==> src/rtl/operand_sel_pipe_if.sv <==
// -----------------------------------------------------------------------------
// operand_sel_pipe_if
//
// Bundles the request side (decode -> operand selector) and the response side
// (operand selector -> execute) of operand_sel_pipe.
//
//   master : the environment around the selector (drives requests, consumes
//            operands)
//   slave  : the selector itself
//
// Signals
//   in_valid / in_ready    request handshake
//   sel                    0 = immediate, k = GPR source k-1
//   ext_sign               0 = zero-extend immediate, 1 = sign-extend
//   rop                    immediate field
//   gpr                    flattened GPR sources, source k at [k*DATA_W +: DATA_W]
//   out_valid / out_ready  operand handshake
//   data_out               selected, extended operand
//   src_out                sel value that produced data_out
//   sel_err                data_out came from an out-of-range sel
// -----------------------------------------------------------------------------
interface operand_sel_pipe_if #(
  parameter int DATA_W  = 32,
  parameter int IMM_W   = 12,
  parameter int NUM_GPR = 2
);
  localparam int SEL_W = $clog2(NUM_GPR + 1);

  logic                      in_valid;
  logic                      in_ready;
  logic [SEL_W-1:0]          sel;
  logic                      ext_sign;
  logic [IMM_W-1:0]          rop;
  logic [NUM_GPR*DATA_W-1:0] gpr;
  logic                      out_valid;
  logic                      out_ready;
  logic [DATA_W-1:0]         data_out;
  logic [SEL_W-1:0]          src_out;
  logic                      sel_err;

  modport master (
    output in_valid, sel, ext_sign, rop, gpr, out_ready,
    input  in_ready, out_valid, data_out, src_out, sel_err
  );

  modport slave (
    input  in_valid, sel, ext_sign, rop, gpr, out_ready,
    output in_ready, out_valid, data_out, src_out, sel_err
  );
endinterface

==> src/rtl/operand_sel_pipe.sv <==
// -----------------------------------------------------------------------------
// operand_sel_pipe
//
// Registered operand selector for the execute-stage front end. Picks the
// immediate (zero- or sign-extended to DATA_W) or one of NUM_GPR register
// sources, and presents it through a valid/ready output backed by a 2-entry
// buffer (OUT + SKID) so the decode stage keeps full throughput while the
// consumer stalls. Out-of-range selects deliver a zero operand with sel_err.
//
// Ports
//   clk    : single clock, rising edge
//   rst_n  : synchronous reset, active-low
//   bus    : operand_sel_pipe_if.slave (request and operand handshakes)
//
// The interface instance must be built with the same DATA_W / IMM_W /
// NUM_GPR values as this module.
// -----------------------------------------------------------------------------
module operand_sel_pipe #(
  parameter int DATA_W  = 32,
  parameter int IMM_W   = 12,
  parameter int NUM_GPR = 2
) (
  input  logic                 clk,
  input  logic                 rst_n,
  operand_sel_pipe_if.slave    bus
);

  localparam int SEL_W = $clog2(NUM_GPR + 1);
  localparam logic [SEL_W-1:0] MAX_SEL = SEL_W'(NUM_GPR);

  // Buffer occupancy, encoded as {OUT.valid, SKID.valid}. 2'b01 cannot occur
  // because SKID only ever fills while OUT is held.
  typedef enum logic [1:0] {
    ST_EMPTY = 2'b00,
    ST_ONE   = 2'b10,
    ST_FULL  = 2'b11
  } state_t;

  state_t state_reg, state_next;

  logic in_ready_reg;

  logic accept;
  logic consume;
  logic out_valid;
  logic load_out_from_in;
  logic load_out_from_skid;
  logic load_skid;

  // ---------------------------------------------------------------------------
  // Operand formation (combinational, captured at acceptance)
  // ---------------------------------------------------------------------------
  logic [DATA_W-1:0] gpr_arr [NUM_GPR];
  logic [DATA_W-1:0] imm_ext;
  logic [DATA_W-1:0] operand_next;
  logic              err_next;

  genvar gi;
  generate
    for (gi = 0; gi < NUM_GPR; gi++) begin : g_unpack
      assign gpr_arr[gi] = bus.gpr[gi*DATA_W +: DATA_W];
    end

    // A zero-width replication is illegal, so the full-width immediate case
    // gets its own branch.
    if (IMM_W == DATA_W) begin : g_imm_full
      assign imm_ext = bus.rop;
    end else begin : g_imm_ext
      assign imm_ext = bus.ext_sign
                     ? {{(DATA_W-IMM_W){bus.rop[IMM_W-1]}}, bus.rop}
                     : {{(DATA_W-IMM_W){1'b0}}, bus.rop};
    end
  endgenerate

  always_comb begin
    operand_next = '0;
    err_next     = 1'b0;
    if (bus.sel == '0) begin
      operand_next = imm_ext;
    end else if (bus.sel > MAX_SEL) begin
      err_next = 1'b1;
    end else begin
      for (int k = 0; k < NUM_GPR; k++) begin
        if (bus.sel == SEL_W'(k + 1)) begin
          operand_next = gpr_arr[k];
        end
      end
    end
  end

  // ---------------------------------------------------------------------------
  // Handshake decode
  // ---------------------------------------------------------------------------
  assign accept  = bus.in_valid && in_ready_reg;
  assign consume = out_valid && bus.out_ready;

  // ---------------------------------------------------------------------------
  // FSM: state register
  // ---------------------------------------------------------------------------
  always_ff @(posedge clk) begin
    if (!rst_n) begin
      state_reg    <= ST_EMPTY;
      in_ready_reg <= 1'b1;
    end else begin
      state_reg    <= state_next;
      // Registered so in_ready never depends combinationally on out_ready.
      in_ready_reg <= (state_next != ST_FULL);
    end
  end

  // ---------------------------------------------------------------------------
  // FSM: next state
  // ---------------------------------------------------------------------------
  always_comb begin
    state_next = state_reg;
    unique case (state_reg)
      ST_EMPTY: begin
        if (accept) state_next = ST_ONE;
      end
      ST_ONE: begin
        if (accept && !consume)      state_next = ST_FULL;
        else if (!accept && consume) state_next = ST_EMPTY;
        else                         state_next = ST_ONE;
      end
      ST_FULL: begin
        // in_ready is low here, so only a consume can move us.
        if (consume) state_next = ST_ONE;
      end
      default: state_next = ST_EMPTY;
    endcase
  end

  // ---------------------------------------------------------------------------
  // FSM: outputs / datapath steering
  // ---------------------------------------------------------------------------
  always_comb begin
    out_valid          = 1'b0;
    load_out_from_in   = 1'b0;
    load_out_from_skid = 1'b0;
    load_skid          = 1'b0;
    unique case (state_reg)
      ST_EMPTY: begin
        load_out_from_in = accept;
      end
      ST_ONE: begin
        out_valid        = 1'b1;
        load_out_from_in = accept && bus.out_ready;
        load_skid        = accept && !bus.out_ready;
      end
      ST_FULL: begin
        out_valid          = 1'b1;
        load_out_from_skid = bus.out_ready;
        // A beat arriving alongside the drain would land in SKID; with
        // in_ready low in this state that cannot happen, but the steering
        // stays correct if it ever did.
        load_skid          = accept;
      end
      default: begin
        out_valid = 1'b0;
      end
    endcase
  end

  // ---------------------------------------------------------------------------
  // Beat storage
  // ---------------------------------------------------------------------------
  logic [DATA_W-1:0] out_data_reg,  skid_data_reg;
  logic [SEL_W-1:0]  out_src_reg,   skid_src_reg;
  logic              out_err_reg,   skid_err_reg;

  always_ff @(posedge clk) begin
    if (!rst_n) begin
      out_data_reg  <= '0;
      out_src_reg   <= '0;
      out_err_reg   <= 1'b0;
      skid_data_reg <= '0;
      skid_src_reg  <= '0;
      skid_err_reg  <= 1'b0;
    end else begin
      // OUT only changes on a load, so it holds under back-pressure and keeps
      // its last value once drained.
      if (load_out_from_skid) begin
        out_data_reg <= skid_data_reg;
        out_src_reg  <= skid_src_reg;
        out_err_reg  <= skid_err_reg;
      end else if (load_out_from_in) begin
        out_data_reg <= operand_next;
        out_src_reg  <= bus.sel;
        out_err_reg  <= err_next;
      end
      if (load_skid) begin
        skid_data_reg <= operand_next;
        skid_src_reg  <= bus.sel;
        skid_err_reg  <= err_next;
      end
    end
  end

  assign bus.in_ready  = in_ready_reg;
  assign bus.out_valid = out_valid;
  assign bus.data_out  = out_data_reg;
  assign bus.src_out   = out_src_reg;
  assign bus.sel_err   = out_err_reg;

endmodule
==> src/flat_wrapper.sv <==
// flat-port wrapper written by rule: the top's interface ports become plain ports
module operand_sel_pipe_flat 
#(
  parameter int DATA_W  = 32,
  parameter int IMM_W   = 12,
  parameter int NUM_GPR = 2
)
  (clk, rst_n, bus_in_valid, bus_sel, bus_ext_sign, bus_rop, bus_gpr, bus_out_ready, bus_in_ready, bus_out_valid, bus_data_out, bus_src_out, bus_sel_err);
  operand_sel_pipe_if #(.DATA_W(DATA_W), .IMM_W(IMM_W), .NUM_GPR(NUM_GPR)) bus_i ();
  input  logic clk;
  input  logic rst_n;
  input wire logic [$bits(bus_i.in_valid)-1:0] bus_in_valid;
  input wire logic [$bits(bus_i.sel)-1:0] bus_sel;
  input wire logic [$bits(bus_i.ext_sign)-1:0] bus_ext_sign;
  input wire logic [$bits(bus_i.rop)-1:0] bus_rop;
  input wire logic [$bits(bus_i.gpr)-1:0] bus_gpr;
  input wire logic [$bits(bus_i.out_ready)-1:0] bus_out_ready;
  output wire logic [$bits(bus_i.in_ready)-1:0] bus_in_ready;
  output wire logic [$bits(bus_i.out_valid)-1:0] bus_out_valid;
  output wire logic [$bits(bus_i.data_out)-1:0] bus_data_out;
  output wire logic [$bits(bus_i.src_out)-1:0] bus_src_out;
  output wire logic [$bits(bus_i.sel_err)-1:0] bus_sel_err;
  assign bus_i.in_valid = bus_in_valid;
  assign bus_i.sel = bus_sel;
  assign bus_i.ext_sign = bus_ext_sign;
  assign bus_i.rop = bus_rop;
  assign bus_i.gpr = bus_gpr;
  assign bus_i.out_ready = bus_out_ready;
  assign bus_in_ready = bus_i.in_ready;
  assign bus_out_valid = bus_i.out_valid;
  assign bus_data_out = bus_i.data_out;
  assign bus_src_out = bus_i.src_out;
  assign bus_sel_err = bus_i.sel_err;
  operand_sel_pipe #(.DATA_W(DATA_W), .IMM_W(IMM_W), .NUM_GPR(NUM_GPR)) u_core (.clk(clk), .rst_n(rst_n), .bus(bus_i));
endmodule
==> config.mk <==
export PLATFORM = sky130hd
export DESIGN_NAME = operand_sel_pipe_flat
export DESIGN_NICKNAME = d
export VERILOG_FILES = /design/src/rtl/operand_sel_pipe_if.sv /design/src/rtl/operand_sel_pipe.sv /design/src/flat_wrapper.sv
export SDC_FILE = /design/constraint.sdc
export NUM_CORES = 1
export LEC_CHECK = 0
export ABC_AREA = 0
export BUFFER_PORTS_ARGS = -buffer_cell sky130_fd_sc_hd__buf_2
export CORE_UTILIZATION = 30
export DETAILED_ROUTE_END_ITERATION = 6
export SLEW_MARGIN = 20
export SYNTH_ARGS = -nofsm -noshare
export SYNTH_HDL_FRONTEND = slang
export SYNTH_SLANG_ARGS = --single-unit
==> constraint.sdc <==
create_clock -name clk -period 1.4 [get_ports clk]
set_clock_uncertainty 0.15 [all_clocks]
set_input_delay 0.07 -clock clk [delete_from_list [all_inputs] [get_ports clk]]
set_output_delay 0.07 -clock clk [all_outputs]
set_load 0.05 [all_outputs]
Word-level counts from Yosys, hierarchy flattened
Index checks and enable logic that the tools add are counted.
{"block": "word_totals", "in_bits": 83, "register_bits": 73, "output_inout_bits": 37}
{"block": "op_classes", "eq_ne": 5, "order_cmp": 1, "n_reduce_logical": 13, "n_mux": 22}
{"op": "$mux 32", "n": 7}
{"op": "$mux 2", "n": 6}
{"op": "$eq 2x2->1 const B", "n": 3}
{"op": "$logic_and 1x1->1", "n": 6}
{"op": "$mux 1", "n": 6}
{"op": "$pmux 2 s3", "n": 1}
{"op": "$logic_not 2->1", "n": 2}
{"op": "$pmux 1 s2", "n": 2}
{"op": "$logic_not 1->1", "n": 3}
{"op": "$eq 2x1->1 const B", "n": 1}
{"op": "$gt 2x2->1 const B", "n": 1}
{"op": "$ne 2x2->1 const B", "n": 1}
{"op": "$reduce_bool 2->1", "n": 1}
{"op": "$reduce_or 2->1", "n": 1}

Depth between registers and ports, before layout
{"block": "logic_depth", "ltp_word": 9, "mapped_depth": 5, "depth_no_buf": 3}

Worst setup path after synthesis
No wires, ideal clock.
{"block": "synth_timing", "path_kind": "reg2reg", "start": "reg u_core.in_ready_reg (netlist: u_core.bus.in_ready)", "end": "reg u_core.skid_data_reg[12]", "path_slack_ns": -0.343, "arrival_time_ns": 1.447, "required_time_ns": 1.104, "stages_incl_launch_ff": 5, "period_less_slack_ns": 1.743, "path_cell_list": "dfxtp_1 -> nand2_1 -> nor3_4 -> buf_4 -> a211oi_2"}
{"block": "synth_between", "elab_chain_len": 3}
{"element": "from (decl)", "line_no": "operand_sel_pipe.sv:41", "source": "logic in_ready_reg;"}
{"element": "from (signal assigned)", "line_no": "operand_sel_pipe.sv:107", "source": "in_ready_reg <= (state_next != ST_FULL);"}
{"element": "$logic_and 1x1->1 (*)", "line_no": "operand_sel_pipe.sv:94", "source": "assign accept = bus.in_valid && in_ready_reg;"}
{"element": "$logic_and 1x1->1", "line_no": "operand_sel_pipe.sv:148", "source": "load_skid = accept && !bus.out_ready;"}
{"element": "$pmux 1 s2 (*)", "line_no": "operand_sel_pipe.sv:141", "source": "unique case (state_reg)"}
{"element": "to (signal assigned)", "line_no": "operand_sel_pipe.sv:192", "source": "skid_data_reg <= operand_next;"}
{"element": "to (decl)", "line_no": "operand_sel_pipe.sv:167", "source": "logic [DATA_W-1:0] out_data_reg, skid_data_reg;"}
Every way passes the cells marked *; elsewhere a longest branch is shown, timed or not.
A chain may end at the register's enable or synchronous reset.

Worst setup path in the final report
{"block": "layout_timing", "start": "reg u_core.state_reg[1]", "end": "out bus_out_valid"}
{"block": "layout_between", "elab_chain_len": 3, "word_cells_on_any_way": 4}
{"element": "from (decl)", "line_no": "operand_sel_pipe.sv:39", "source": "state_t state_reg, state_next;"}
{"element": "from (signal assigned)", "line_no": "operand_sel_pipe.sv:105", "source": "state_reg <= state_next;"}
{"element": "$eq 2x2->1", "line_no": "operand_sel_pipe.sv:141"}
{"element": "$reduce_or 2->1 (no source line) (*)"}
{"element": "$mux 1 (*)", "line_no": "operand_sel_pipe.sv:141"}
{"element": "to (decl)", "line_no": "flat_wrapper.sv:19", "source": "output wire logic [$bits(bus_i.out_valid)-1:0] bus_out_valid;"}
Marked as above.

==> out/results.tsv <==
stage	metric	value	unit
yosys	ys_async_sr_fraction	0	%
grt	grt_pass1_vias	3969	
yosys	ys.flop_type	dfxtp_1	
sta	tns	-136	ps
sta	rsz0062_at_grt	yes	
sta	relSlewSlack	61.1	%
yosys	synth_edf_count	0	
cts	insertion_delay	330	ps
cts	clk_path_buf_depth	2	
worst_setup_path	endpoint_kind	primary output	
grt	grt_busiest_layer	met2	
cts	cts_buffers	9	
yosys	synth_top_cell_by_area	dfxtp_1	
route	first_pass_iters	4	
cts	clkSinkCount	73	
worst_setup_path	cp_data_arrival_time	1200	ps
yosys	synth_cell_types	36	
route	ant_nets	0	
worst_setup_path	path_max_fanout	24	
floorplanning	rows	42	
outcome	status	complete, but fails checks	
grt	grt-ovfl-total	0	
yosys	syn-num-nets	493	
finish	fill_cells	1316	
finish	drive_above_1_share	47.3	%
cts	h-tree-depth	3	
route	wire_per_inst	18.0	um
power_and_ir_drop	leakage	2.18	nW
finish	regArea	1470	um2
yosys	netlist_instances	410	
placement	gp_congestion	0.744	
grt	grt_util_met3	4.45	%
worst_setup_path	critPathKind	reg -> out	
sta	max_freq	703	MHz
sta	fin_crit	1420	ps
placement	hpwl	8.38	mm
yosys	ys_warn_count	0	
min_path	min_path_type	in -> reg	
yosys	ys_top_cells_by_area	dfxtp_1 35%, o221ai_2 11%, a211oi_2 9.1%	
floorplanning	die_w	119	um
finish	fin_nets	626	
grt	use_met1	23.5	%
floorplanning	die_h	119	um
power_and_ir_drop	powerDensity	1030	nW/um2
worst_setup_path	r2r_slack	-10	ps
yosys	seq_area_frac_synth	35.4	%
worst_setup_path	crit_required	1180	ps
floorplanning	fp.coreArea	13300	um2
yosys	synth_seq_cells	73	
route	route.detailed.drc	0	
cts	tritoncts	done	
sta	hold_viol	0	
sta	period_share	102	%
yosys	synthesis.area	4120	um2
route	via_per_inst	5.40	
route	drt_wl_total	13.0	mm
power_and_ir_drop	finalPower	5.73	mW
grt	grt_max_degree	56	
floorplanning	die_area	14200	um2
sta	tightest_slew	581	ps
placement	dpl_cell_area	4920	um2
route	drt_iter0_drc	245	
grt	antenna_found_initial	1	
grt	grt_usage	17.8	%
worst_setup_path	crit_path_start_kind	register	
floorplanning	initial_core_util	30.9	%
placement	port_buffers	119	
sta	setup_violations	17	
finish	multiInputGateArea	2310	um2
finish	area_growth	34.6	%
yosys	syn_avg_cell_area	10.1	um2
floorplanning	ios	120	
route	vias	3905	
grt	grt_first_pass_wirelength	20.2	mm
yosys	synth_top_area_share	35.4	%
finish	final_area	5550	um2
power_and_ir_drop	vdd_drop_max	599	uV
sta	fin_ws	-22.6	ps
cts	cts-root-buf	clkbuf_16	
grt	met2_usage	28.3	%
sta	slew_viol_final	0	
job	drv_cap	0	
outcome	failed_checks	negative setup slack	
cts	clk_pin_slew	60	ps
final cells by class:
type / instances / area share [%]
inverter: 3 / 0.293
clock inverter: 3 / 0.316
multi-input combinational: 282 / 41.7
tap: 176 / 3.97
sequential: 73 / 26.5
timing repair buffer: 174 / 22.6
clock buffer: 11 / 4.56
antenna: 1 / 0.0451
worst max-delay path: stages, from the launching register on:
cell	delay, ps
dfxtp_4	400
buf_6	230
buf_4	240
what timing repair did:
item	in CTS	in global routing
buffers inserted	7	2
pin swaps	14	3
hold endpoints to repair	12	0
cloned	2	4
hold buffers	8	0
endpoints found under the setup margin	51	66
resized for setup	14	8
final timing paths:
check	startpoint	cells past startpoint	end
worst min register to register	u_core.skid_err_reg	2	u_core.skid_err_reg
worst max register to register	u_core.state_reg[0]	5	u_core.skid_data_reg[10]
worst min-delay path	bus_gpr[19]	4	u_core.skid_data_reg[19]
worst max-delay path	u_core.state_reg[1]	2	bus_out_valid
cell families after synthesis:
group	after synthesis	synth area share [%]
compound gates	143	36.2
simple gates	123	15.5
flops	73	35.4
buf+inv	56	9.23
mux	15	3.64
report_power, final:
part / internal (mW) / leakage (nW) / switching, mW
Clock: 1.27 / 0.133 / 0.858
Combinational: 0.549 / 1.45 / 0.811
Sequential: 2.18 / 0.597 / 0.0651
Yosys cell counts, drive strengths merged (3+ instances only):
cell type	n
mux2i	15
nand3	33
inv	3
nand4	3
buf	42
clkbuf	11
nand2b	3
a21oi	3
o221ai	32
o31ai	3
a31oi	35
a2bb2oi	12
dfxtp	73
a211oi	35
o211a	20
and3	3
nand3b	20
nand2	53
placed cells by master (no fill, tap or decap), types with 2 or more instances in the layout:
cell,n
mux2i_1,15
o211a_1,20
buf_2,117
dfxtp_4,3
and3_4,2
nand2b_1,2
buf_8,2
dlygate4sd3_1,8
a21oi_1,3
o31ai_1,3
nor2_1,2
buf_6,4
buf_4,28
nand3_1,33
nand2_1,53
a2bb2oi_1,11
clkinv_2,2
nand4_1,3
a211oi_1,4
a31oi_1,35
clkbuf_16,12
nand3b_1,20
a211oi_2,31
clkbuf_8,2
o221ai_2,31
dfxtp_1,70
buf_12,11
metrics by stage:
stage               worst slack (ps)  hold WS [ps]  instances  utilization (%)
global placement                -264           209        685             36.8
floorplan                      -32.2          36.5        410                -
global route                   -71.8          23.2        723             41.6
CTS                            -18.2          9.16        716             40.5
finish                         -22.6          22.9        723             41.6
detailed placement              -320           221        685             36.8
per-layer routing:
metal | wire [um] | part of all wire (%) | up-vias
li1 | - | - | 1861
met2 | 6100 | 47 | 132
met3 | 867 | 6.6 | 15
met1 | 5860 | 45 | 1897
met5 | 0 | 0 | -
met4 | 218 | 1.7 | 0
(Power assumes the default switching activity.)
